--- config.mk ---
export PLATFORM = sky130hd
export DESIGN_NAME = joy_db15_tx_flat
export DESIGN_NICKNAME = d
export VERILOG_FILES = /design/src/rtl/joy_db15_tx_if.sv /design/src/rtl/joy_db15_tx.sv /design/src/flat_wrapper.sv
export SDC_FILE = /design/constraint.sdc
export NUM_CORES = 1
export LEC_CHECK = 0
export CORE_ASPECT_RATIO = 2
export CORE_MARGIN = 4
export CORE_UTILIZATION = 52
export CTS_CLUSTER_SIZE = 14
export DETAILED_ROUTE_END_ITERATION = 16
export PLACE_DENSITY = 0.9
export RECOVER_POWER = 25
export SLEW_MARGIN = 20
export SYNTH_ARGS = -nofsm -noshare
export SYNTH_HDL_FRONTEND = slang
export SYNTH_SLANG_ARGS = --single-unit
--- constraint.sdc ---
create_clock -name i_clk -period 1.5 [get_ports i_clk]
set_input_delay 0.3 -clock i_clk [delete_from_list [all_inputs] [get_ports i_clk]]
set_output_delay 0.3 -clock i_clk [all_outputs]
set_load 0.005 [all_outputs]
--- src/rtl/joy_db15_tx_if.sv ---
// rtl/joy_db15_tx_if.sv - DB15 splitter serial joystick link
// Purpose: bundles the three wires of the host <-> device serial link.
// Signals:
//   joy_clk  - host shift clock, data advances on its rising edge
//   joy_load - host parallel load, active-low
//   joy_data - serial data toward the host, active-low buttons
// Modports: master = host side, slave = device side (joy_db15_tx).
interface joy_db15_tx_if;
  logic joy_clk;
  logic joy_load;
  logic joy_data;

  modport master (output joy_clk, output joy_load, input joy_data);
  modport slave  (input joy_clk, input joy_load, output joy_data);
endinterface

--- src/rtl/joy_db15_tx.sv ---
// rtl/joy_db15_tx.sv - device-side 74HC165-style joystick serialiser
// Purpose: presents two 12-bit active-high joystick vectors as a 24-bit
// active-low serial frame, clocked by an asynchronous host strobe pair.
// Ports:
//   i_clk        - system clock
//   i_reset      - synchronous active-high reset
//   i_joystick1  - player 1 buttons [11]Sel [10]Start [9]F [8]E [7]D [6]C
//                  [5]B [4]A [3]Up [2]Down [1]Left [0]Right
//   i_joystick2  - player 2 buttons, same layout
//   o_frame_done - one-clk pulse when the last frame bit is presented
//   link         - serial link (slave): joy_clk, joy_load in, joy_data out
module joy_db15_tx #(
  parameter int SYNC_STAGES = 2,
  parameter int PAD_BITS    = 1
) (
  input  logic                i_clk,
  input  logic                i_reset,
  input  logic [11:0]         i_joystick1,
  input  logic [11:0]         i_joystick2,
  output logic                o_frame_done,
  joy_db15_tx_if.slave        link
);

  localparam int W  = PAD_BITS + 24;
  localparam int CW = $clog2(W + 1);

  typedef enum logic [1:0] {IDLE, LOADING, SHIFTING} state_t;

  state_t                 r_state;
  logic [SYNC_STAGES-1:0] r_clk_sync;
  logic [SYNC_STAGES-1:0] r_load_sync;
  logic                   r_clk_prev;
  logic [W-1:0]           r_shift;
  logic [CW-1:0]          r_cnt;
  logic                   r_joy_data;
  logic                   r_frame_done;

  logic                   w_sync_clk;
  logic                   w_sync_load;
  logic                   w_clk_rise;
  logic [23:0]            w_frame;
  logic [W-1:0]           w_load_val;

  assign w_sync_clk  = r_clk_sync[SYNC_STAGES-1];
  assign w_sync_load = r_load_sync[SYNC_STAGES-1];
  assign w_clk_rise  = w_sync_clk & ~r_clk_prev;

  // Frame bit 0 lands in bit 23 so it is the first bit to reach the MSB
  // once the pad bits have been shifted out.
  assign w_frame = ~{i_joystick1[7], i_joystick1[6], i_joystick1[5], i_joystick1[4],
                     i_joystick1[0], i_joystick1[1], i_joystick1[2], i_joystick1[3],
                     i_joystick2[0], i_joystick2[1], i_joystick2[2], i_joystick2[3],
                     i_joystick1[9], i_joystick1[8], i_joystick1[11], i_joystick1[10],
                     i_joystick2[9], i_joystick2[8], i_joystick2[11], i_joystick2[10],
                     i_joystick2[7], i_joystick2[6], i_joystick2[5], i_joystick2[4]};

  // Pad bits above the frame stay at 1.
  always_comb begin
    w_load_val        = '1;
    w_load_val[23:0]  = w_frame;
  end

  always_ff @(posedge i_clk) begin
    if (i_reset) begin
      r_state      <= IDLE;
      r_clk_sync   <= '1;
      r_load_sync  <= '1;
      r_clk_prev   <= 1'b1;
      r_shift      <= '1;
      r_cnt        <= '0;
      r_joy_data   <= 1'b1;
      r_frame_done <= 1'b0;
    end else begin
      r_clk_sync   <= {r_clk_sync[SYNC_STAGES-2:0], link.joy_clk};
      r_load_sync  <= {r_load_sync[SYNC_STAGES-2:0], link.joy_load};
      r_clk_prev   <= w_sync_clk;
      r_frame_done <= 1'b0;

      if (!w_sync_load) begin
        // Transparent load: tracks the inputs and swallows clock edges.
        r_state    <= LOADING;
        r_shift    <= w_load_val;
        r_cnt      <= '0;
        r_joy_data <= w_load_val[W-1];
      end else begin
        if (r_state == LOADING) begin
          r_state <= SHIFTING;
        end
        if (w_clk_rise) begin
          r_shift    <= {r_shift[W-2:0], 1'b1};
          r_joy_data <= r_shift[W-2];
          // IDLE keeps shifting ones but the count holds.
          if (r_state != IDLE) begin
            r_cnt <= r_cnt + 1'b1;
            if (r_cnt == CW'(W - 2)) begin
              r_frame_done <= 1'b1;
              r_state      <= IDLE;
            end
          end
        end
      end
    end
  end

  assign link.joy_data = r_joy_data;
  assign o_frame_done  = r_frame_done;

endmodule
--- src/flat_wrapper.sv ---
// flat-port wrapper written by rule: the top's interface ports become plain ports
module joy_db15_tx_flat 
#(
  parameter int SYNC_STAGES = 2,
  parameter int PAD_BITS    = 1
)
  (i_clk, i_reset, i_joystick1, i_joystick2, o_frame_done, link_joy_clk, link_joy_load, link_joy_data);
  joy_db15_tx_if link_i ();
  input  logic i_clk;
  input  logic i_reset;
  input  logic [11:0] i_joystick1;
  input  logic [11:0] i_joystick2;
  output logic o_frame_done;
  input wire logic [$bits(link_i.joy_clk)-1:0] link_joy_clk;
  input wire logic [$bits(link_i.joy_load)-1:0] link_joy_load;
  output wire logic [$bits(link_i.joy_data)-1:0] link_joy_data;
  assign link_i.joy_clk = link_joy_clk;
  assign link_i.joy_load = link_joy_load;
  assign link_joy_data = link_i.joy_data;
  joy_db15_tx #(.SYNC_STAGES(SYNC_STAGES), .PAD_BITS(PAD_BITS)) u_core (.i_clk(i_clk), .i_reset(i_reset), .i_joystick1(i_joystick1), .i_joystick2(i_joystick2), .o_frame_done(o_frame_done), .link(link_i));
endmodule
==> summary.txt <==
Clock network
  • # resized after CTS: 0
  • CTS buffer count: 5
  • CTS clk-pin slew, worst paths: 0.08 ns
  • Hold-fix buffers, CTS: 0
  • Clock buffer depth: 2
  • Worst-Skew Late Latency: between 0.2 and 0.3 ns
  • Clk sink count: 38
  • Setup bufs post-CTS: 0
  • CTS tree: done
  • Clk root buf: clkbuf_8
  • Htree depth: 2

Timing
  • Setup TNS Final: 0 ns
  • Final setup viols: 0
  • Worst Setup Slack, final: around 0.082 ns
  • Final Hold Viols: 0
  • Slew @ Worst Pin: slightly above 0.6 ns
  • Clk_skew: 0.00853 ns
  • Max Freq: roughly 0.7 GHz
  • Final Cycle Share: 94.6%
  • Max Slew Vio Count: 0
  • Tmin final: about 1.4 ns
  • RSZ-0062 raised after global routing: false
  • Slew headroom: approximately three fifths
  • Hold Slack: 0.411 ns

Drt
  • Post-route ant nets: 0
  • Drt drc: 0
  • Drt initial violations: 18
  • WL/cell: 12.8 um
  • Routed wire length: 3.46 mm
  • DR pass1 iterations: 4
  • Drt via density: 5.43
  • DR vias: 1465

Global routing
  • All-Layer GR Usage: 16.5%
  • Total grt overflow: 0
  • Vias in the first global route: about 1500
  • Initial antenna violation count: 0
  • Largest net degree at the start of global routing: 31
  • First-pass GRT wire length: slightly below 6 mm

Worst setup path
  • Critical Path Sink Type: output port
  • Worst EP required: about 1.2 ns
  • CP bufs+invs: 1
  • Critical Path AT: 1.12 ns
  • Slowest CP cell: clkdlybuf4s50_1
  • Reg2reg end: u_core.r_shift[1]
  • Worst reg2reg path depth: 4
  • Critical-path maximum fanout: 2
  • Largest stage delay, worst path: 0.50 ns
  • Reg2Reg Launch Point: u_core.r_clk_prev
  • CP Cell Sequence: clkdlybuf4s50_1
  • CP Launch Type: flip-flop
  • Delay-heaviest family, CP: buffers and inverters
  • Internal reg-to-reg setup slack: 0.14 ns
  • Setup CP Type: reg -> out

Logic synthesis
  • Synth top area share: 43.4%
  • Multiplexer area fraction after synthesis: 0%
  • Cell Area, Synth: 1750 um^2
  • Synth area leader: dfxtp_1
  • Syn. warnings: 0
  • Top post-synthesis cells by area: dfxtp_1 (43%), nand2_1 (9.8%), nand2b_1 (8.9%)
  • Sequential area share after synthesis: 43.4%
  • Post-Synthesis Cells: 209
  • Xor and xnor fraction of the mapped netlist area: 0%
  • Synth Net Count: 238
  • Main combinational cell family by area after synthesis: simple AND/OR/NAND/NOR gates
  • Number of synthesized register bits: 38
  • Yosys cell types: 26
  • Synth Area in Simple Gates: 35.4%
  • Compound-Gate Fraction of Synth Area: 15.9%
  • Post-Synth Adder-Cell Area: 0.713%
  • Syn Area/Cell: 8.39 um^2

Final layout
  • # diodes: 0
  • Most common cell after layout, fill and taps aside: nand2_1
  • Layout cells sized above 1: 11.7%
  • Commonest non-fill, non-tap cells in the layout: nand2_1 (46), dfxtp_1 (38), clkdlybuf4s50_1 (28)
  • Nets: around 270
  • Layout area overhead: 26.1%
  • Finished Layout Cells: 270

Min path
  • Worst Hold Launch: u_core.r_load_sync[0]
  • WHS Path Cells: 1
  • Hold Path End: u_core.r_load_sync[1]
  • HP Class: reg -> reg

Place
  • Hpwl dp: between 2 and 2.5 mm
  • PortBufs: 29
  • Placed cell count: 262
  • Worst slack at placement: 0.108 ns
  • Gpl congestion: 0.816

Status
  • Status: finished, final reports clean

Floorplanning
  • Num ports: 30
  • Initial Utilization: between 50% and 60%
  • Row count: 29
  • Chip Height: 90.1 um
  • Die Wd: 49.1 um
  • Die area: 4420 um^2
  • Core area: 3190 um^2

Power
  • Pwr/cell area: 1030 nW/um^2
  • P_leak: 0.739 nW
  • Peak supply drop: 0.759 mV

Flow run
  • Max-cap violation count: 0
[flip-flops by register name, summed over array words and instances (netlist names)]
register,cells
u_core.r_shift,25
u_core.o_frame_done,1
u_core.r_load_sync,2
u_core.r_clk_prev,1
u_core.r_clk_sync,2
u_core.r_state,2
u_core.r_cnt,5
[layer usage]
metal	vias to the layer above	part of all wire, %	global-route usage, %
li1	754	-	-
met1	668	41	16.9
met2	37	53	28.4
met3	6	4.4	4.97
met4	0	1.6	9.21
met5	-	0	0
[Yosys cell counts (all sizes together)]
cell    number
nand2       46
dfxtp       38
nand2b      26
a31o        23
nor2b       23
clkbuf      12
a21oi        6
buf          5
nand3b       5
or2          5
o31ai        3
or4          3
nand3        2
nor2         2
o21ai        2
a21o         1
ha           1
inv          1
nand4b       1
nor3         1
nor4         1
o211ai       1
or3          1
[cell type report]
type | instances | area, um^2
sequential | 38 | 761
fill | 250 | 981
multi-input combinational | 153 | 913
clock inverter | 3 | 68.8
tap | 31 | 38.8
inverter | 1 | 3.75
clock buffer | 5 | 68.8
timing repair buffer | 39 | 358
[power by group]
group          switching, mW  total (mW)  internal (mW)
registers             0.0102        1.05           1.04
logic                 0.0803       0.204          0.124
clock network          0.360        1.03          0.666
[metrics by stage]
stage,area [um^2],util (%),power [mW]
floorplan,1750,-,1.18
global placement,2080,65.2,1.27
detailed placement,2080,65.2,1.28
CTS,2220,69.5,2.30
global route,2210,69.3,2.37
finish,2210,69.3,2.28
[kinds of logic after synthesis]
family / Yosys count
AOI/OAI and AO/OA: 36
adders and majority gates: 1
buffers and inverters: 18
DFF: 38
and+or+nand+nor: 116
[worst max path at each step]
stage / startpoint / endpoint / slack (ns) / cells after the start
2_1_floorplan: u_core.r_cnt[0] / u_core.r_cnt[2] / 0.26 / 4
3_3_place_gp: i_reset / u_core.r_clk_sync[0] / 0.14 / 3
3_5_place_dp: i_reset / u_core.r_clk_sync[1] / 0.11 / 3
4_1_cts: u_core.r_shift[24] / link_joy_data / 0.06 / 1
5_1_grt: u_core.r_shift[24] / link_joy_data / 0.04 / 1
6_report: u_core.r_shift[24] / link_joy_data / 0.08 / 1
Note: power is estimated with default switching activity, not from simulation.
